$ cat src/rtl/dram_arb_pkg.sv
// Shared encodings for the DRAM command arbiter: command ops, requester ids,
// FSM states and a requester-to-slot-bit helper.
package dram_arb_pkg;

    typedef enum logic [1:0] {
        OP_LOAD  = 2'd0,
        OP_READ  = 2'd1,
        OP_WRITE = 2'd2
    } cmd_op_t;

    typedef enum logic [1:0] {
        SRC_NONE     = 2'd0,
        SRC_SPI      = 2'd1,
        SRC_BUSREAD  = 2'd2,
        SRC_BUSWRITE = 2'd3
    } cmd_src_t;

    typedef enum logic [1:0] {
        ST_IDLE    = 2'd0,
        ST_ISSUE   = 2'd1,
        ST_WAIT_RD = 2'd2
    } arb_state_t;

    // Slot bit order is {BUSWRITE, BUSREAD, SPI}; NONE maps to no slot.
    function automatic logic [2:0] src_onehot(cmd_src_t s);
        case (s)
            SRC_SPI:      return 3'b001;
            SRC_BUSREAD:  return 3'b010;
            SRC_BUSWRITE: return 3'b100;
            default:      return 3'b000;
        endcase
    endfunction

endpackage

$ cat src/rtl/dram_arb_if.sv
// Command and read-return port between the arbiter and the SDRAM controller.
// A command transfers on a cycle where cmd_valid and cmd_ready are both high;
// cmd_valid and its fields hold steady until then. rd_valid qualifies rd_data.
interface dram_arb_if;
    import dram_arb_pkg::*;

    logic        cmd_valid;
    logic        cmd_ready;
    cmd_op_t     cmd_op;
    cmd_src_t    cmd_src;
    logic [15:0] cmd_wdata;
    logic        rd_valid;
    logic [15:0] rd_data;

    modport master (
        output cmd_valid, cmd_op, cmd_src, cmd_wdata,
        input  cmd_ready, rd_valid, rd_data
    );

    modport slave (
        input  cmd_valid, cmd_op, cmd_src, cmd_wdata,
        output cmd_ready, rd_valid, rd_data
    );

endinterface

$ cat src/rtl/arb_req_slot.sv
// One-deep command buffer for a single requester. Same-cycle pulses resolve
// LOAD > WRITE > READ; any dropped pulse raises the overflow strobe.
module arb_req_slot
    import dram_arb_pkg::*;
(
    input  logic        clock,
    input  logic        reset,
    input  logic        load_pulse,
    input  logic        read_pulse,
    input  logic        write_pulse,
    input  logic [15:0] wdata_in,
    input  logic        take,
    output logic        full,
    output cmd_op_t     op,
    output logic [15:0] wdata,
    output logic        overflow
);

    logic    any_pulse;
    logic    multi_pulse;
    cmd_op_t op_sel;

    always_comb begin
        any_pulse   = load_pulse | read_pulse | write_pulse;
        multi_pulse = (load_pulse & read_pulse) | (load_pulse & write_pulse) |
                      (read_pulse & write_pulse);
        op_sel = OP_READ;
        if (write_pulse) op_sel = OP_WRITE;
        if (load_pulse)  op_sel = OP_LOAD;
        // A slot being accepted this cycle can take a new command in its place.
        overflow = multi_pulse | (any_pulse & full & ~take);
    end

    always_ff @(posedge clock) begin
        if (reset) begin
            full  <= 1'b0;
            op    <= OP_LOAD;
            wdata <= '0;
        end else if (any_pulse && (!full || take)) begin
            full  <= 1'b1;
            op    <= op_sel;
            wdata <= (write_pulse && !load_pulse) ? wdata_in : '0;
        end else if (take) begin
            full <= 1'b0;
        end
    end

endmodule

$ cat src/rtl/dram_arbiter.sv
// Shares the SDRAM command port among SPI loader, bus read and bus write,
// locking the address stream to one owner while its transfer is active.
module dram_arbiter
    import dram_arb_pkg::*;
#(
    parameter int STARVE_LIMIT = 1023
) (
    input  logic        clock,
    input  logic        reset,
    input  logic        spi_active,
    input  logic        busread_active,
    input  logic        buswrite_active,
    input  logic        load_address_spi,
    input  logic        load_address_busread,
    input  logic        load_address_buswrite,
    input  logic        dram_read_enbl_spi,
    input  logic        dram_read_enbl_busread,
    input  logic        dram_write_enbl_spi,
    input  logic        dram_write_enbl_buswrite,
    input  logic [15:0] dram_writedata_spi,
    input  logic [15:0] dram_writedata_buswrite,
    dram_arb_if.master  cmd,
    output logic [15:0] dram_readdata_spi,
    output logic [15:0] dram_readdata_busread,
    output logic        readdata_valid_spi,
    output logic        readdata_valid_busread,
    output cmd_src_t    owner,
    output logic        overflow_err,
    output logic        starve_err,
    output arb_state_t  dbg_state
);

    localparam int CW = $clog2(STARVE_LIMIT + 1);
    localparam logic [CW-1:0] LIMIT = CW'(STARVE_LIMIT);

    arb_state_t  state_q, state_d;
    logic [2:0]  full, take, ovf, elig, active, owner_sel;
    cmd_op_t     slot_op [3];
    logic [15:0] slot_wdata [3];
    logic        grant, release_owner, nonowner_full;
    cmd_src_t    sel_src;
    cmd_op_t     sel_op;
    logic [15:0] sel_wdata;
    logic        ret_spi, ret_busread;
    logic [CW-1:0] starve_cnt, starve_d;

    assign active    = {buswrite_active, busread_active, spi_active};
    assign dbg_state = state_q;

    arb_req_slot u_slot_spi (
        .clock(clock), .reset(reset),
        .load_pulse(load_address_spi), .read_pulse(dram_read_enbl_spi),
        .write_pulse(dram_write_enbl_spi), .wdata_in(dram_writedata_spi),
        .take(take[0]), .full(full[0]), .op(slot_op[0]),
        .wdata(slot_wdata[0]), .overflow(ovf[0])
    );

    arb_req_slot u_slot_busread (
        .clock(clock), .reset(reset),
        .load_pulse(load_address_busread), .read_pulse(dram_read_enbl_busread),
        .write_pulse(1'b0), .wdata_in(16'h0000),
        .take(take[1]), .full(full[1]), .op(slot_op[1]),
        .wdata(slot_wdata[1]), .overflow(ovf[1])
    );

    arb_req_slot u_slot_buswrite (
        .clock(clock), .reset(reset),
        .load_pulse(load_address_buswrite), .read_pulse(1'b0),
        .write_pulse(dram_write_enbl_buswrite), .wdata_in(dram_writedata_buswrite),
        .take(take[2]), .full(full[2]), .op(slot_op[2]),
        .wdata(slot_wdata[2]), .overflow(ovf[2])
    );

    // Eligibility, fixed priority and owner bookkeeping.
    always_comb begin
        owner_sel     = src_onehot(owner);
        elig          = full & ((owner == SRC_NONE) ? 3'b111 : owner_sel);
        nonowner_full = |(full & ~owner_sel);
        grant         = (state_q == ST_IDLE) && (|elig);
        sel_src   = SRC_NONE;
        sel_op    = OP_LOAD;
        sel_wdata = '0;
        if (elig[2]) begin
            sel_src = SRC_BUSWRITE; sel_op = slot_op[2]; sel_wdata = slot_wdata[2];
        end else if (elig[1]) begin
            sel_src = SRC_BUSREAD;  sel_op = slot_op[1]; sel_wdata = slot_wdata[1];
        end else if (elig[0]) begin
            sel_src = SRC_SPI;      sel_op = slot_op[0]; sel_wdata = slot_wdata[0];
        end
        release_owner = (state_q == ST_IDLE) && (owner != SRC_NONE) && !grant &&
                        !(|((full | active) & owner_sel));
        if (nonowner_full) starve_d = (starve_cnt == LIMIT) ? starve_cnt : starve_cnt + 1'b1;
        else               starve_d = '0;
    end

    // FSM: state register.
    always_ff @(posedge clock) begin
        if (reset) state_q <= ST_IDLE;
        else       state_q <= state_d;
    end

    // FSM: next state.
    always_comb begin
        state_d = state_q;
        case (state_q)
            ST_IDLE:    if (grant) state_d = ST_ISSUE;
            ST_ISSUE:   if (cmd.cmd_ready)
                            state_d = (cmd.cmd_op == OP_READ) ? ST_WAIT_RD : ST_IDLE;
            ST_WAIT_RD: if (cmd.rd_valid) state_d = ST_IDLE;
            default:    state_d = ST_IDLE;
        endcase
    end

    // FSM: per-state actions feeding the output registers.
    always_comb begin
        take        = (state_q == ST_ISSUE && cmd.cmd_ready) ? src_onehot(cmd.cmd_src) : 3'b000;
        ret_spi     = (state_q == ST_WAIT_RD) && cmd.rd_valid && (cmd.cmd_src == SRC_SPI);
        ret_busread = (state_q == ST_WAIT_RD) && cmd.rd_valid && (cmd.cmd_src == SRC_BUSREAD);
    end

    always_ff @(posedge clock) begin
        if (reset) begin
            cmd.cmd_valid          <= 1'b0;
            cmd.cmd_op             <= OP_LOAD;
            cmd.cmd_src            <= SRC_NONE;
            cmd.cmd_wdata          <= '0;
            dram_readdata_spi      <= '0;
            dram_readdata_busread  <= '0;
            readdata_valid_spi     <= 1'b0;
            readdata_valid_busread <= 1'b0;
            owner                  <= SRC_NONE;
            overflow_err           <= 1'b0;
            starve_err             <= 1'b0;
            starve_cnt             <= '0;
        end else begin
            cmd.cmd_valid <= (state_d == ST_ISSUE);
            if (grant) begin
                cmd.cmd_op    <= sel_op;
                cmd.cmd_src   <= sel_src;
                cmd.cmd_wdata <= sel_wdata;
            end
            readdata_valid_spi     <= ret_spi;
            readdata_valid_busread <= ret_busread;
            if (ret_spi)     dram_readdata_spi     <= cmd.rd_data;
            if (ret_busread) dram_readdata_busread <= cmd.rd_data;
            if (grant && owner == SRC_NONE) owner <= sel_src;
            else if (release_owner)         owner <= SRC_NONE;
            overflow_err <= overflow_err | (|ovf);
            starve_cnt   <= starve_d;
            starve_err   <= starve_err | (starve_d == LIMIT);
        end
    end

endmodule

$ cat src/flat_wrapper.sv
// flat-port wrapper written by rule: the top's interface ports become plain ports
module dram_arbiter_flat import dram_arb_pkg::*;
#(
    parameter int STARVE_LIMIT = 1023
)
  (clock, reset, spi_active, busread_active, buswrite_active, load_address_spi, load_address_busread, load_address_buswrite, dram_read_enbl_spi, dram_read_enbl_busread, dram_write_enbl_spi, dram_write_enbl_buswrite, dram_writedata_spi, dram_writedata_buswrite, dram_readdata_spi, dram_readdata_busread, readdata_valid_spi, readdata_valid_busread, owner, overflow_err, starve_err, dbg_state, cmd_cmd_valid, cmd_cmd_op, cmd_cmd_src, cmd_cmd_wdata, cmd_cmd_ready, cmd_rd_valid, cmd_rd_data);
  dram_arb_if cmd_i ();
  input  logic clock;
  input  logic reset;
  input  logic spi_active;
  input  logic busread_active;
  input  logic buswrite_active;
  input  logic load_address_spi;
  input  logic load_address_busread;
  input  logic load_address_buswrite;
  input  logic dram_read_enbl_spi;
  input  logic dram_read_enbl_busread;
  input  logic dram_write_enbl_spi;
  input  logic dram_write_enbl_buswrite;
  input  logic [15:0] dram_writedata_spi;
  input  logic [15:0] dram_writedata_buswrite;
  output logic [15:0] dram_readdata_spi;
  output logic [15:0] dram_readdata_busread;
  output logic readdata_valid_spi;
  output logic readdata_valid_busread;
  output cmd_src_t owner;
  output logic overflow_err;
  output logic starve_err;
  output arb_state_t dbg_state;
  output wire logic [$bits(cmd_i.cmd_valid)-1:0] cmd_cmd_valid;
  output wire logic [$bits(cmd_i.cmd_op)-1:0] cmd_cmd_op;
  output wire logic [$bits(cmd_i.cmd_src)-1:0] cmd_cmd_src;
  output wire logic [$bits(cmd_i.cmd_wdata)-1:0] cmd_cmd_wdata;
  input wire logic [$bits(cmd_i.cmd_ready)-1:0] cmd_cmd_ready;
  input wire logic [$bits(cmd_i.rd_valid)-1:0] cmd_rd_valid;
  input wire logic [$bits(cmd_i.rd_data)-1:0] cmd_rd_data;
  assign cmd_cmd_valid = cmd_i.cmd_valid;
  assign cmd_cmd_op = cmd_i.cmd_op;
  assign cmd_cmd_src = cmd_i.cmd_src;
  assign cmd_cmd_wdata = cmd_i.cmd_wdata;
  assign cmd_i.cmd_ready = cmd_cmd_ready;
  assign cmd_i.rd_valid = cmd_rd_valid;
  assign cmd_i.rd_data = cmd_rd_data;
  dram_arbiter #(.STARVE_LIMIT(STARVE_LIMIT)) u_core (.clock(clock), .reset(reset), .spi_active(spi_active), .busread_active(busread_active), .buswrite_active(buswrite_active), .load_address_spi(load_address_spi), .load_address_busread(load_address_busread), .load_address_buswrite(load_address_buswrite), .dram_read_enbl_spi(dram_read_enbl_spi), .dram_read_enbl_busread(dram_read_enbl_busread), .dram_write_enbl_spi(dram_write_enbl_spi), .dram_write_enbl_buswrite(dram_write_enbl_buswrite), .dram_writedata_spi(dram_writedata_spi), .dram_writedata_buswrite(dram_writedata_buswrite), .cmd(cmd_i), .dram_readdata_spi(dram_readdata_spi), .dram_readdata_busread(dram_readdata_busread), .readdata_valid_spi(readdata_valid_spi), .readdata_valid_busread(readdata_valid_busread), .owner(owner), .overflow_err(overflow_err), .starve_err(starve_err), .dbg_state(dbg_state));
endmodule
$ cat config.mk
export PLATFORM = sky130hd
export DESIGN_NAME = dram_arbiter_flat
export DESIGN_NICKNAME = d
export VERILOG_FILES = /design/src/rtl/dram_arb_pkg.sv /design/src/rtl/dram_arb_if.sv /design/src/rtl/arb_req_slot.sv /design/src/rtl/dram_arbiter.sv /design/src/flat_wrapper.sv
export SDC_FILE = /design/constraint.sdc
export NUM_CORES = 1
export LEC_CHECK = 0
export CAP_MARGIN = 30
export CORE_MARGIN = 4
export CORE_UTILIZATION = 48
export CTS_CLUSTER_DIAMETER = 50
export DETAILED_ROUTE_END_ITERATION = 10
export PLACE_DENSITY = 0.92
export SYNTH_ARGS = -nofsm -noshare
export SYNTH_HDL_FRONTEND = slang
export SYNTH_SLANG_ARGS = --single-unit
$ cat constraint.sdc
create_clock -name clock -period 2.57 [get_ports clock]
set_clock_uncertainty 0.2 [all_clocks]
set_input_delay 0.257 -clock clock [delete_from_list [all_inputs] [get_ports clock]]
set_output_delay 0.257 -clock clock [all_outputs]
set_load 0.05 [all_outputs]
==> impl_results.html, run 1 <==
<table>
<tr><th>Metric</th><th>Value</th></tr>
<tr><th colspan="2">Clock tree</th></tr>
<tr><td>CTS Sinks</td><td>111</td></tr>
<tr><td>Count of buffers added by post-CTS timing repair for setup</td><td>0</td></tr>
<tr><td>Number of buffers on the longest clock path</td><td>2</td></tr>
<tr><td>H-Tree Level Count</td><td>3</td></tr>
<tr><td>Clock-pin transition on the worst setup and hold timing paths</td><td>0.11 ns</td></tr>
<tr><td>Clk Latency, worst-skew pair</td><td>0.36 ns</td></tr>
<tr><td>TritonCTS buffer count</td><td>9</td></tr>
<tr><td>Clock tree from TritonCTS</td><td>built</td></tr>
<tr><td>Cell at the root of the clock tree</td><td>clkbuf_8</td></tr>
<tr><th colspan="2">Hold path</th></tr>
<tr><td>Class of the worst hold path</td><td>in2reg</td></tr>
<tr><th colspan="2">Synth</th></tr>
<tr><td>Syn Area/Cell</td><td>8.70 sq um</td></tr>
<tr><td>Synthesized cell area</td><td>4420 sq um</td></tr>
<tr><td>Number of synthesized flops with an enable pin</td><td>0</td></tr>
<tr><td>Predominant post-synthesis flop cell</td><td>dfxtp_1</td></tr>
<tr><td>Register area share after synthesis</td><td>50.3%</td></tr>
<tr><td>Synth Warn #</td><td>0</td></tr>
<tr><td>Cell taking the most area after synthesis</td><td>dfxtp_1</td></tr>
<tr><td>Largest cells by area after synthesis</td><td>dfxtp_1 50%, nand2_1 7.0%, nor2_1 5.9%</td></tr>
<tr><td>Mapped Nets</td><td>575</td></tr>
<tr><td>Library cells used by synthesis</td><td>50</td></tr>
<tr><td>Share of synthesized flip-flops with an asynchronous set or reset</td><td>0%</td></tr>
<tr><td>Post-Synthesis Cells</td><td>508</td></tr>
<tr><td>Post-synthesis sequential element count</td><td>111</td></tr>
<tr><td>Top-area cell type share of the netlist area</td><td>50.3%</td></tr>
<tr><th colspan="2">Timing</th></tr>
<tr><td>Final Cycle Share</td><td>92.1%</td></tr>
<tr><td>Setup repair after global routing missed its margin</td><td>false</td></tr>
<tr><td>Least-Margin Pin Slew</td><td>0.648 ns</td></tr>
<tr><td>Setup WS post-layout</td><td>0.203 ns</td></tr>
<tr><td>Fmax achieved</td><td>422 MHz</td></tr>
<tr><td>Final setup vio count</td><td>0</td></tr>
<tr><td>Slew headroom</td><td>56.8%</td></tr>
<tr><td>Min cycle time layout</td><td>2.37 ns</td></tr>
<tr><td>Final-report hold violation count</td><td>0</td></tr>
<tr><td>Total negative setup slack</td><td>0 ns</td></tr>
<tr><td>Final count of pins violating max slew</td><td>0</td></tr>
<tr><th colspan="2">Critical path</th></tr>
<tr><td>Worst Setup End Kind</td><td>flop</td></tr>
<tr><td>Maximum fanout along the worst path</td><td>19</td></tr>
<tr><td>Worst endpoint required time</td><td>2.67 ns</td></tr>
<tr><td>Sort of element at the start of the critical path</td><td>flop</td></tr>
<tr><td>Critical Setup Path Class</td><td>reg2reg</td></tr>
<tr><td>Data arrival time of the worst path</td><td>2.46 ns</td></tr>
<tr><th colspan="2">Floorplanning</th></tr>
<tr><td>Placement Rows</td><td>34</td></tr>
<tr><td>Core region area</td><td>8850 sq um</td></tr>
<tr><td>Starting Density</td><td>49.9%</td></tr>
<tr><td>Width of the die</td><td>104 microns</td></tr>
<tr><td>Chip height</td><td>104 microns</td></tr>
<tr><td>Number of placed I/O pins</td><td>123</td></tr>
<tr><td>Die Area</td><td>10800 sq um</td></tr>
<tr><th colspan="2">Routing</th></tr>
<tr><td>Detailed-route wire length</td><td>12800 microns</td></tr>
<tr><td>Post-route DRC violation count</td><td>0</td></tr>
<tr><td>Number of vias after detailed routing</td><td>4251</td></tr>
<tr><td>Iteration count of the initial detailed-routing pass</td><td>5</td></tr>
<tr><td>WL/cell</td><td>17.5 microns</td></tr>
<tr><td>Via density per instance</td><td>5.81</td></tr>
<tr><td>Iter 0 DRT Violations</td><td>281</td></tr>
<tr><td>Number of nets with antenna violations after detailed routing</td><td>0</td></tr>
<tr><th colspan="2">Final layout</th></tr>
<tr><td>Final net count</td><td>686</td></tr>
<tr><td>Number of antenna diodes</td><td>0</td></tr>
<tr><td>Post-route standard cell area excluding fillers</td><td>5900 sq um</td></tr>
<tr><td>Final core occ</td><td>66.6%</td></tr>
<tr><td>Combined flip-flop and latch cell area</td><td>2220 sq um</td></tr>
<tr><td>Relative area change from synthesis to final layout</td><td>33.4%</td></tr>
<tr><td>Leading cell type in the layout, fill and taps excluded</td><td>clkdlybuf4s50_1</td></tr>
<tr><td>Layout cells sized above 1</td><td>6.09%</td></tr>
<tr><td>Commonest cells after routing, fill and taps aside</td><td>121 x clkdlybuf4s50_1, 111 x dfxtp_1, 82 x nand2_1, 69 x nor2_1, 49 x a21oi_1</td></tr>
<tr><td>Number of inserted filler cells in the final layout</td><td>682</td></tr>
<tr><td>Total area of multi-input combinational cells</td><td>2030 sq um</td></tr>
<tr><th colspan="2">Run</th></tr>
<tr><td>Number of maximum-capacitance violations</td><td>0</td></tr>
<tr><th colspan="2">Place</th></tr>
<tr><td>Worst setup timing slack at the placement stage</td><td>0.145 ns</td></tr>
<tr><td>HPWL reported at the end of detailed placement</td><td>9180 microns</td></tr>
<tr><td>Placed standard-cell area</td><td>5690 sq um</td></tr>
<tr><td>RePlAce Congestion</td><td>0.842</td></tr>
<tr><td>Number of input and output port buffers inserted</td><td>122</td></tr>
<tr><th colspan="2">Global route</th></tr>
<tr><td>Pin count of the biggest net entering global routing</td><td>67</td></tr>
<tr><td>Antenna violations before repair</td><td>0</td></tr>
<tr><td>Global-route wire length before repair</td><td>20900 microns</td></tr>
<tr><td>Number of global-route vias before repair</td><td>4291</td></tr>
<tr><td>Total routing resource utilization after global routing</td><td>23.4%</td></tr>
<tr><td>Total congestion overflow</td><td>0</td></tr>
<tr><th colspan="2">Pwr</th></tr>
<tr><td>Total power</td><td>4.97 mW</td></tr>
<tr><td>Static Leakage</td><td>2.06 nW</td></tr>
<tr><td>Worst vdd ir</td><td>0.455 mV</td></tr>
<tr><td>Power density over cell area</td><td>843 nW/um^2</td></tr>
<tr><th colspan="2">Outcome</th></tr>
<tr><td>Status</td><td>complete, no violations</td></tr>
</table>
-- metrics by stage --
| stage | std cells | hold WS (ns) |
|---|---|---|
| CTS | 732 | 0.0904 |
| global route | 732 | 0.104 |
| finish | 732 | 0.101 |
| detailed placement | 716 | 0.246 |
| global placement | 715 | 0.242 |
| floorplan | 508 | 0.154 |
-- timing repair --
item | in CTS | in global routing
hold endpoints to repair | 0 | 0
resized for setup | 0 | 3
endpoints found under the setup margin | 0 | 2
hold buffers | 0 | 0
-- layer usage --
| metal | wire length, microns | global-route usage (%) | part of all wire [%] |
|---|---|---|---|
| met5 | 0 | 0 | 0 |
| met3 | 642 | 3.97 | 5.0 |
| met4 | 462 | 12.3 | 3.6 |
| met2 | 6610 | 40.4 | 52 |
| met1 | 5120 | 27.7 | 40 |
-- Yosys cell counts, types with 3 or more instances --
master / n
nand3b_1: 3
nand2_1: 82
buf_2: 12
buf_6: 3
clkbuf_1: 15
and3b_1: 3
nand2b_1: 7
o21ai_0: 9
a211oi_1: 3
ha_1: 5
xor2_1: 3
nor2_1: 69
a21oi_1: 49
a221oi_1: 17
mux2i_1: 3
a22oi_1: 33
nor2b_1: 4
dfxtp_1: 111
nor3_1: 22
nand3_1: 3
maj3_1: 3
inv_1: 6
o211ai_1: 4
-- sequential cells by signal, indices dropped and copies added, names as in the netlist --
register / flops
u_core.dram_readdata_busread: 16
u_core.u_slot_buswrite.op: 2
u_core.u_slot_buswrite.full: 1
u_core.u_slot_spi.op: 2
u_core.readdata_valid_spi: 1
u_core.cmd.cmd_valid: 1
u_core.overflow_err: 1
u_core.starve_cnt: 10
u_core.u_slot_busread.full: 1
u_core.cmd.cmd_wdata: 16
u_core.cmd.cmd_src: 2
u_core.readdata_valid_busread: 1
u_core.starve_err: 1
u_core.owner: 2
u_core.u_slot_buswrite.wdata: 16
u_core.u_slot_busread.op: 1
u_core.u_slot_spi.wdata: 16
u_core.dram_readdata_spi: 16
u_core.cmd.cmd_op: 2
u_core.dbg_state: 2
u_core.u_slot_spi.full: 1
-- power by group --
group / leakage [nW] / total, mW / internal (mW) / switching, mW
sequential: 0.903 / 2.04 / 1.89 / 0.141
combinational: 1.07 / 1.89 / 0.663 / 1.22
clock: 0.0933 / 1.05 / 0.457 / 0.593
total: 2.06 / 4.97 / 3.02 / 1.96
-- logic make-up after synthesis --
group / Yosys count / share of synthesized area (%)
AND/OR/NAND/NOR: 212 / 22.1
AO/OA/AOI/OAI: 131 / 19.6
flip-flops: 111 / 50.3
buffers and inverters: 38 / 4.25
adder cells (fa/ha/maj): 8 / 2.10
XOR/XNOR: 5 / 0.991
multiplexers: 3 / 0.680
-- final cells by class --
cell class,instances,share of cell area (%)
repair buffers,132,21.9
multi-input cells,359,34.4
well taps,108,2.29
clock buffers,10,2.16
inverters,6,0.382
clock inverters,6,1.15
flip-flops and latches,111,37.7
-- critical path, cell delays in order (launching register included) --
cell	delay [ns]
dfxtp_1	0.46
inv_1	0.10
ha_1	0.33
nor2b_2	0.22
o31a_1	0.22
buf_4	0.29
mux2i_1	0.28
nand2_1	0.08
a21oi_1	0.13
-- worst paths after layout --
| path | cells past startpoint | end | slack, ns | startpoint |
|---|---|---|---|---|
| worst min-delay path | 2 | u_core.dram_readdata_busread[4]$_SDFFE_PP0P_ | 0.10 | reset |
| worst max register to register | 8 | u_core.owner[1]$_SDFFE_PP0P_ | 0.20 | u_core.owner[0]$_SDFFE_PP0P_ |
| worst min register to register | 2 | u_core.dram_readdata_busread[4]$_SDFFE_PP0P_ | 0.26 | u_core.dram_readdata_busread[4]$_SDFFE_PP0P_ |
| worst max-delay path | 8 | u_core.owner[1]$_SDFFE_PP0P_ | 0.20 | u_core.owner[0]$_SDFFE_PP0P_ |
Power figures use the tool's default switching activity.
==> inputs of run 2 (changes only) <==
--- a/config.mk
+++ b/config.mk
@@ -6,11 +6,13 @@
 export NUM_CORES = 1
 export LEC_CHECK = 0
 export CAP_MARGIN = 30
+export CORE_ASPECT_RATIO = 0.6
 export CORE_MARGIN = 4
 export CORE_UTILIZATION = 48
 export CTS_CLUSTER_DIAMETER = 50
 export DETAILED_ROUTE_END_ITERATION = 10
-export PLACE_DENSITY = 0.92
+export PLACE_DENSITY = 0.8
 export SYNTH_ARGS = -nofsm -noshare
 export SYNTH_HDL_FRONTEND = slang
 export SYNTH_SLANG_ARGS = --single-unit
+export TNS_END_PERCENT = 10
==> run 2 against run 1 <==
Effect of this change: via count fell by 1.3%; worst hold slack better by 0.088 ns; die area grew 0.47%; sequential power hardly changed; design area grew 2.5%; global-route usage rose by 0.33 points; register-to-register slack barely moved; combinational power decreased by 2%; total power up 11%; wire length fell by 0.74%; worst setup slack is essentially flat.
==> impl_results.html, run 2 (synthesis gave the netlist of run 1 again) <==
<table>
<tr><th>Metric</th><th>Value</th></tr>
<tr><th colspan="2">Outcome</th></tr>
<tr><td>Status</td><td>complete, no violations</td></tr>
<tr><th colspan="2">Place</th></tr>
<tr><td>HPWL reported at the end of detailed placement</td><td>8770 microns (-4.4%)</td></tr>
<tr><td>Post-Place Cells</td><td>720 (+0.56%)</td></tr>
<tr><td>RePlAce Congestion</td><td>0.834 (-0.89%)</td></tr>
<tr><td>Number of input and output port buffers inserted</td><td>122 (unchanged)</td></tr>
<tr><td>Worst setup timing slack at the placement stage</td><td>0.231 ns (+0.0856 ns)</td></tr>
<tr><td>Placed standard-cell area</td><td>5690 sq um (about the same)</td></tr>
<tr><th colspan="2">Routing</th></tr>
<tr><td>Post-route DRC violation count</td><td>0 (unchanged)</td></tr>
<tr><td>Number of vias after detailed routing</td><td>4197 (-1.3%)</td></tr>
<tr><td>Iter 0 DRT Violations</td><td>441 (+57%)</td></tr>
<tr><td>Via density per instance</td><td>5.70 (-1.8%)</td></tr>
<tr><td>Detailed-route wire length</td><td>12700 microns (-0.74%)</td></tr>
<tr><td>WL/cell</td><td>17.3 microns (-1.3%)</td></tr>
<tr><td>Number of nets with antenna violations after detailed routing</td><td>0 (unchanged)</td></tr>
<tr><td>Iteration count of the initial detailed-routing pass</td><td>6 (+1)</td></tr>
<tr><th colspan="2">Timing</th></tr>
<tr><td>Fmax achieved</td><td>422 MHz (about the same)</td></tr>
<tr><td>Final Cycle Share</td><td>92.1% (about the same)</td></tr>
<tr><td>Setup WS post-layout</td><td>0.203 ns (-0.000267 ns)</td></tr>
<tr><td>Least-Margin Pin Slew</td><td>0.651 ns (+0.00274 ns)</td></tr>
<tr><td>Total negative setup slack</td><td>0 ns (unchanged)</td></tr>
<tr><td>Slew headroom</td><td>56.5% (-0.29 points)</td></tr>
<tr><td>Final setup vio count</td><td>0 (unchanged)</td></tr>
<tr><td>Final count of pins violating max slew</td><td>0 (unchanged)</td></tr>
<tr><td>Final-report hold violation count</td><td>0 (unchanged)</td></tr>
<tr><td>Min cycle time layout</td><td>2.37 ns (+0.000267 ns)</td></tr>
<tr><th colspan="2">Floorplanning</th></tr>
<tr><td>Width of the die</td><td>132 microns (+27%)</td></tr>
<tr><td>Starting Density</td><td>50.7% (+0.75 points)</td></tr>
<tr><td>Number of placed I/O pins</td><td>123 (unchanged)</td></tr>
<tr><td>Chip height</td><td>82.3 microns (-21%)</td></tr>
<tr><td>Core region area</td><td>8720 sq um (-1.5%)</td></tr>
<tr><td>Placement Rows</td><td>26 (-24%)</td></tr>
<tr><td>Die Area</td><td>10900 sq um (+0.47%)</td></tr>
<tr><th colspan="2">Final layout</th></tr>
<tr><td>Leading cell type in the layout, fill and taps excluded</td><td>clkdlybuf4s50_1</td></tr>
<tr><td>Layout cells sized above 1</td><td>5.93% (-0.16 points)</td></tr>
<tr><td>Number of antenna diodes</td><td>0 (unchanged)</td></tr>
<tr><td>Number of inserted filler cells in the final layout</td><td>670 (-1.8%)</td></tr>
<tr><td>Relative area change from synthesis to final layout</td><td>36.8%</td></tr>
<tr><td>Commonest cells after routing, fill and taps aside</td><td>121 x clkdlybuf4s50_1, 111 x dfxtp_1, 82 x nand2_1, 69 x nor2_1, 49 x a21oi_1</td></tr>
<tr><td>Post-route standard cell area excluding fillers</td><td>6040 sq um (+2.5%)</td></tr>
<tr><td>Count of placed standard cells in the final layout, fillers left out</td><td>736 (+0.55%)</td></tr>
<tr><td>Final net count</td><td>686 (unchanged)</td></tr>
<tr><th colspan="2">Critical path</th></tr>
<tr><td>Worst Setup End Kind</td><td>flop</td></tr>
<tr><td>Standard cell with the maximum stage delay on the critical path</td><td>dfxtp_1</td></tr>
<tr><td>Sort of element at the start of the critical path</td><td>flop</td></tr>
<tr><td>Critical-path cell list</td><td>inv_1, ha_1, nor2b_2, o31a_1, inv_1, buf_4, a221oi_1, nor3_1</td></tr>
<tr><td>Cell family with the largest share of critical-path delay</td><td>compound AO/OA/AOI/OAI gates</td></tr>
<tr><td>Setup slack of the most critical reg-to-reg path</td><td>0.20 ns (about the same)</td></tr>
<tr><td>Startpoint of the worst register-to-register path</td><td>u_core.owner[0]$_SDFFE_PP0P_</td></tr>
<tr><td>Worst endpoint required time</td><td>2.58 ns (-0.09 ns)</td></tr>
<tr><td>Reg2reg path depth</td><td>8 (unchanged)</td></tr>
<tr><td>Highest cell delay on the worst timing path</td><td>0.44 ns (-0.02 ns)</td></tr>
<tr><td>Most numerous cell on the critical path</td><td>inv_1</td></tr>
<tr><td>Critical Setup Path Class</td><td>reg2reg</td></tr>
<tr><td>Worst r2r dst</td><td>u_core.cmd.cmd_wdata[15]$_SDFFE_PP0N_</td></tr>
<tr><td>Data arrival time of the worst path</td><td>2.38 ns (-0.08 ns)</td></tr>
<tr><td>Critical Path Start</td><td>u_core.owner[0]$_SDFFE_PP0P_</td></tr>
<tr><td>Maximum fanout along the worst path</td><td>22 (+3)</td></tr>
<tr><td>Number of buffers and inverters on the critical path</td><td>3 (+1)</td></tr>
<tr><th colspan="2">Hold path</th></tr>
<tr><td>Class of the worst hold path</td><td>in2reg</td></tr>
<tr><td>Cell count of the worst hold path</td><td>2 (unchanged)</td></tr>
<tr><td>Capture endpoint of the worst hold path</td><td>u_core.u_slot_spi.full$_SDFFE_PP0P_</td></tr>
<tr><td>Start point of the worst hold path</td><td>reset</td></tr>
<tr><th colspan="2">Clock tree</th></tr>
<tr><td>Number of instances resized during post-cts repair</td><td>0 (unchanged)</td></tr>
<tr><td>Number of buffers on the longest clock path</td><td>2 (unchanged)</td></tr>
<tr><td>Hold buffer count at CTS</td><td>0 (unchanged)</td></tr>
<tr><td>Clk Latency, worst-skew pair</td><td>0.35 ns (about the same)</td></tr>
<tr><td>Clock tree from TritonCTS</td><td>built</td></tr>
<tr><td>Clock-pin transition on the worst setup and hold timing paths</td><td>0.07 ns (-0.04 ns)</td></tr>
<tr><td>Cell at the root of the clock tree</td><td>clkbuf_16</td></tr>
<tr><td>CTS Sinks</td><td>111 (unchanged)</td></tr>
<tr><td>Count of buffers added by post-CTS timing repair for setup</td><td>0 (unchanged)</td></tr>
<tr><td>TritonCTS buffer count</td><td>9 (unchanged)</td></tr>
<tr><td>H-Tree Level Count</td><td>3 (unchanged)</td></tr>
<tr><th colspan="2">Run</th></tr>
<tr><td>Number of maximum-capacitance violations</td><td>0 (unchanged)</td></tr>
<tr><th colspan="2">Global route</th></tr>
<tr><td>Global-route wire length before repair</td><td>20600 microns (-1.2%)</td></tr>
<tr><td>Number of global-route vias before repair</td><td>4026 (-6.2%)</td></tr>
<tr><td>Pin count of the biggest net entering global routing</td><td>57 (-15%)</td></tr>
<tr><td>Total congestion overflow</td><td>0 (unchanged)</td></tr>
<tr><td>Total routing resource utilization after global routing</td><td>23.7% (+0.33 points)</td></tr>
<tr><td>Antenna violations before repair</td><td>0 (unchanged)</td></tr>
<tr><th colspan="2">Pwr</th></tr>
<tr><td>Static Leakage</td><td>2.13 nW (+3.3%)</td></tr>
<tr><td>Clock network power share</td><td>29.1% (+8.0 points)</td></tr>
<tr><td>Worst vdd ir</td><td>0.558 mV (+23%)</td></tr>
<tr><td>NetSw</td><td>1.98 mW (+1.2%)</td></tr>
<tr><td>Combinational group share of total power</td><td>33.7% (-4.2 points)</td></tr>
<tr><td>Power density over cell area</td><td>909 nW/um^2 (+7.8%)</td></tr>
<tr><td>Internal Pwr Total</td><td>3.52 mW (+17%)</td></tr>
<tr><td>Power share of the sequential group</td><td>37.2% (-3.7 points)</td></tr>
<tr><td>Net Sw Frac</td><td>36.0% (-3.3 points)</td></tr>
</table>
-- run 2: layer usage --
layer / wire length (microns) / track usage, % / up-vias
met5: 0 / 0 / -
met4: 164 / 6.71 / 0
met3: 1340 / 9.69 / 17
met2: 5680 / 36.9 / 198
met1: 5550 / 30.7 / 1978
li1: - / - / 2004
-- run 2: power groups by stage --
stage	Sequential, mW	Combinational (mW)	Clock [mW]
after CTS	2.04	1.83	1.62
final	2.04	1.85	1.60
after global placement	2.07	1.80	0
after global routing	2.06	2.00	1.69
after floorplan	2.54	0.737	0
after detailed placement	2.07	1.82	0
-- run 2: layout make-up --
cell class              count  area [sq um]  share of cell area [%]
clock buffers              10           229                    3.79
clock inverters             6           115                    1.90
inverters                   6          22.5                   0.373
multi-input cells         359          2020                    33.5
flip-flops and latches    111          2220                    36.8
well taps                 112           140                    2.32
repair buffers            132          1290                    21.4
-- run 2: worst max path at each step --
stage                                               to  cells after the start
2_1_floorplan             u_core.owner[1]$_SDFFE_PP0P_                      8
3_3_place_gp   u_core.u_slot_spi.wdata[4]$_SDFFE_PP0P_                      4
3_5_place_dp   u_core.u_slot_spi.wdata[5]$_SDFFE_PP0P_                      7
4_1_cts              u_core.cmd.cmd_op[1]$_SDFFE_PP0N_                      7
5_1_grt          u_core.cmd.cmd_wdata[15]$_SDFFE_PP0N_                      8
6_report         u_core.cmd.cmd_wdata[15]$_SDFFE_PP0N_                      8
-- run 2: metrics by stage --
step	util, %	hold slack [ns]	power (mW)
final	69.3	0.189	5.49
after global routing	69.3	0.197	5.75
after CTS	69.2	0.177	5.50
after detailed placement	65.3	0.250	3.90
after global placement	65.2	0.241	3.87
after floorplan	-	0.154	3.27
==> inputs of run 3 (changes only) <==
--- a/config.mk
+++ b/config.mk
@@ -11,6 +11,7 @@
 export CORE_UTILIZATION = 48
 export CTS_CLUSTER_DIAMETER = 50
 export DETAILED_ROUTE_END_ITERATION = 10
+export GPL_TIMING_DRIVEN = 0
 export PLACE_DENSITY = 0.8
 export SYNTH_ARGS = -nofsm -noshare
 export SYNTH_HDL_FRONTEND = slang
==> run 3 against run 2 <==
Effect of this change: clock power down 3%; via count up 5.1%; sequential share of layout area down 0.50 points; critical endpoint is now u_core.owner[1]$_SDFFE_PP0P_; highest routed layer unchanged.
==> impl_results.html, run 3 (synthesis gave the netlist of run 1 again) <==
<table>
<tr><th>Metric</th><th>Value</th></tr>
<tr><th colspan="2">Clock tree</th></tr>
<tr><td>Clk Latency, worst-skew pair</td><td>0.35 ns (about the same)</td></tr>
<tr><td>Cell at the root of the clock tree</td><td>clkbuf_16</td></tr>
<tr><td>CTS Sinks</td><td>111 (unchanged)</td></tr>
<tr><td>Clock-pin transition on the worst setup and hold timing paths</td><td>0.07 ns (about the same)</td></tr>
<tr><td>Clock tree from TritonCTS</td><td>built</td></tr>
<tr><td>TritonCTS buffer count</td><td>9 (unchanged)</td></tr>
<tr><td>Number of buffers on the longest clock path</td><td>2 (unchanged)</td></tr>
<tr><td>H-Tree Level Count</td><td>3 (unchanged)</td></tr>
<tr><td>Count of buffers added by post-CTS timing repair for setup</td><td>0 (unchanged)</td></tr>
<tr><th colspan="2">Timing</th></tr>
<tr><td>Min cycle time layout</td><td>2.37 ns (+0.00409 ns)</td></tr>
<tr><td>Final Hold Slack</td><td>0.256 ns (+0.0668 ns)</td></tr>
<tr><td>Slew headroom</td><td>55.6% (-0.91 points)</td></tr>
<tr><td>Total negative setup slack</td><td>0 ns (unchanged)</td></tr>
<tr><td>Final count of pins violating max slew</td><td>0 (unchanged)</td></tr>
<tr><td>Setup repair after global routing missed its margin</td><td>false</td></tr>
<tr><td>Final Cycle Share</td><td>92.3% (+0.16 points)</td></tr>
<tr><td>Final setup vio count</td><td>0 (unchanged)</td></tr>
<tr><td>Fmax achieved</td><td>422 MHz (-0.17%)</td></tr>
<tr><td>Final-report hold violation count</td><td>0 (unchanged)</td></tr>
<tr><td>Least-Margin Pin Slew</td><td>0.662 ns (+0.0108 ns)</td></tr>
<tr><th colspan="2">Pwr</th></tr>
<tr><td>Total power</td><td>5.49 mW (about the same)</td></tr>
<tr><td>Static Leakage</td><td>2.18 nW (+2.4%)</td></tr>
<tr><td>Worst vdd ir</td><td>0.522 mV (-6.4%)</td></tr>
<tr><td>Power density over cell area</td><td>897 nW/um^2 (-1.4%)</td></tr>
<tr><th colspan="2">Critical path</th></tr>
<tr><td>Setup slack of the most critical reg-to-reg path</td><td>0.20 ns (about the same)</td></tr>
<tr><td>Maximum fanout along the worst path</td><td>10 (-55%)</td></tr>
<tr><td>Worst endpoint required time</td><td>2.64 ns (+0.06 ns)</td></tr>
<tr><td>Sort of element at the start of the critical path</td><td>flop</td></tr>
<tr><td>Worst Setup End Kind</td><td>flop</td></tr>
<tr><td>Reg2reg path depth</td><td>8 (unchanged)</td></tr>
<tr><td>Critical Setup Path Class</td><td>reg2reg</td></tr>
<tr><td>Data arrival time of the worst path</td><td>2.45 ns (+0.07 ns)</td></tr>
<tr><th colspan="2">Hold path</th></tr>
<tr><td>Cell count of the worst hold path</td><td>2 (unchanged)</td></tr>
<tr><td>Class of the worst hold path</td><td>reg2reg</td></tr>
<tr><th colspan="2">Final layout</th></tr>
<tr><td>Relative area change from synthesis to final layout</td><td>38.6%</td></tr>
<tr><td>Final net count</td><td>709 (+3.4%)</td></tr>
<tr><td>Number of inserted filler cells in the final layout</td><td>672 (+0.30%)</td></tr>
<tr><td>Number of antenna diodes</td><td>0 (unchanged)</td></tr>
<tr><td>Layout cells sized above 1</td><td>6.65% (+0.72 points)</td></tr>
<tr><td>Final core occ</td><td>70.3% (+0.95 points)</td></tr>
<tr><td>Commonest cells after routing, fill and taps aside</td><td>122 x clkdlybuf4s50_1, 111 x dfxtp_1, 82 x nand2_1, 69 x nor2_1, 49 x a21oi_1</td></tr>
<tr><td>Leading cell type in the layout, fill and taps excluded</td><td>clkdlybuf4s50_1</td></tr>
<tr><td>Post-route standard cell area excluding fillers</td><td>6130 sq um (+1.4%)</td></tr>
<tr><th colspan="2">Floorplanning</th></tr>
<tr><td>Chip height</td><td>82.3 microns (unchanged)</td></tr>
<tr><td>Core region area</td><td>8720 sq um (unchanged)</td></tr>
<tr><td>Placement Rows</td><td>26 (unchanged)</td></tr>
<tr><td>Starting Density</td><td>50.7% (unchanged)</td></tr>
<tr><td>Die Area</td><td>10900 sq um (unchanged)</td></tr>
<tr><td>Number of placed I/O pins</td><td>123 (unchanged)</td></tr>
<tr><td>Width of the die</td><td>132 microns (unchanged)</td></tr>
<tr><th colspan="2">Place</th></tr>
<tr><td>RePlAce Congestion</td><td>0.849 (+1.8%)</td></tr>
<tr><td>Placed standard-cell area</td><td>5780 sq um (+1.5%)</td></tr>
<tr><td>Number of input and output port buffers inserted</td><td>122 (unchanged)</td></tr>
<tr><td>HPWL reported at the end of detailed placement</td><td>9900 microns (+13%)</td></tr>
<tr><th colspan="2">Outcome</th></tr>
<tr><td>Status</td><td>complete, no violations</td></tr>
<tr><th colspan="2">Global route</th></tr>
<tr><td>Global-route wire length before repair</td><td>21400 microns (+3.8%)</td></tr>
<tr><td>Pin count of the biggest net entering global routing</td><td>19 (-67%)</td></tr>
<tr><td>Total routing resource utilization after global routing</td><td>24.6% (+0.94 points)</td></tr>
<tr><td>Total congestion overflow</td><td>0 (unchanged)</td></tr>
<tr><td>Number of global-route vias before repair</td><td>4321 (+7.3%)</td></tr>
<tr><td>Antenna violations before repair</td><td>0 (unchanged)</td></tr>
<tr><th colspan="2">Routing</th></tr>
<tr><td>Iter 0 DRT Violations</td><td>314 (-29%)</td></tr>
<tr><td>Iteration count of the initial detailed-routing pass</td><td>5 (-1)</td></tr>
<tr><td>Post-route DRC violation count</td><td>0 (unchanged)</td></tr>
<tr><td>WL/cell</td><td>17.5 microns (+1.4%)</td></tr>
<tr><td>Via density per instance</td><td>5.81 (+1.9%)</td></tr>
<tr><td>Number of nets with antenna violations after detailed routing</td><td>0 (unchanged)</td></tr>
<tr><td>Detailed-route wire length</td><td>13300 microns (+4.5%)</td></tr>
<tr><td>Number of vias after detailed routing</td><td>4411 (+5.1%)</td></tr>
<tr><th colspan="2">Run</th></tr>
<tr><td>Number of maximum-capacitance violations</td><td>0 (unchanged)</td></tr>
</table>
## run 3: area by class of cell
type	count	area, sq um	share of cell area, %
sequential	111	2220	36.3
multi-input combinational	359	2010	32.8
timing repair buffer	123	1230	20.0
clock buffer	11	253	4.12
buffer	32	168	2.74
tap	112	140	2.29
clock inverter	5	86.3	1.41
inverter	6	22.5	0.368
## run 3: final timing paths
check,startpoint,to
min reg2reg,u_core.dram_readdata_spi[9]$_SDFFE_PP0P_,u_core.dram_readdata_spi[9]$_SDFFE_PP0P_
min,u_core.dram_readdata_spi[9]$_SDFFE_PP0P_,u_core.dram_readdata_spi[9]$_SDFFE_PP0P_
max reg2reg,u_core.owner[0]$_SDFFE_PP0P_,u_core.owner[1]$_SDFFE_PP0P_
max,u_core.owner[0]$_SDFFE_PP0P_,u_core.owner[1]$_SDFFE_PP0P_
## run 3: worst max-delay path: stages, from the launching register on
cell and delay, ns:
dfxtp_1 0.44, inv_1 0.10, ha_1 0.34, nor2b_1 0.24, o31a_1 0.19, buf_2 0.26
mux2i_1 0.30, nand2_1 0.09, a21oi_1 0.14
## run 3: timing repair
action | 4_1_cts | 5_1_grt
setup endpoints to repair | 0 | 1
hold buffers | 0 | 0
resized for setup | 0 | 1
## run 3: metrics by stage
step	worst slack (ns)	instances
finish	0.199	759
global placement	0.141	742
global route	0.0176	759
floorplan	0.207	508
CTS	0.197	758
detailed placement	0.0543	742
## run 3: report_power, final
group          switching (mW)  leakage [nW]  internal, mW  total (mW)
Sequential              0.146         0.903          1.90        2.04
Clock                   0.643         0.167         0.917        1.56
Combinational            1.22          1.11         0.672        1.89
## run 3: metal layers
metal  track usage (%)  vias to the layer above  routed length, microns
met1              32.1                     2091                    5800
met4              7.02                        0                     185
met5                 0                        -                       0
li1                  -                     2072                       -
met2              39.2                      235                    5970
met3              8.72                       13                    1360
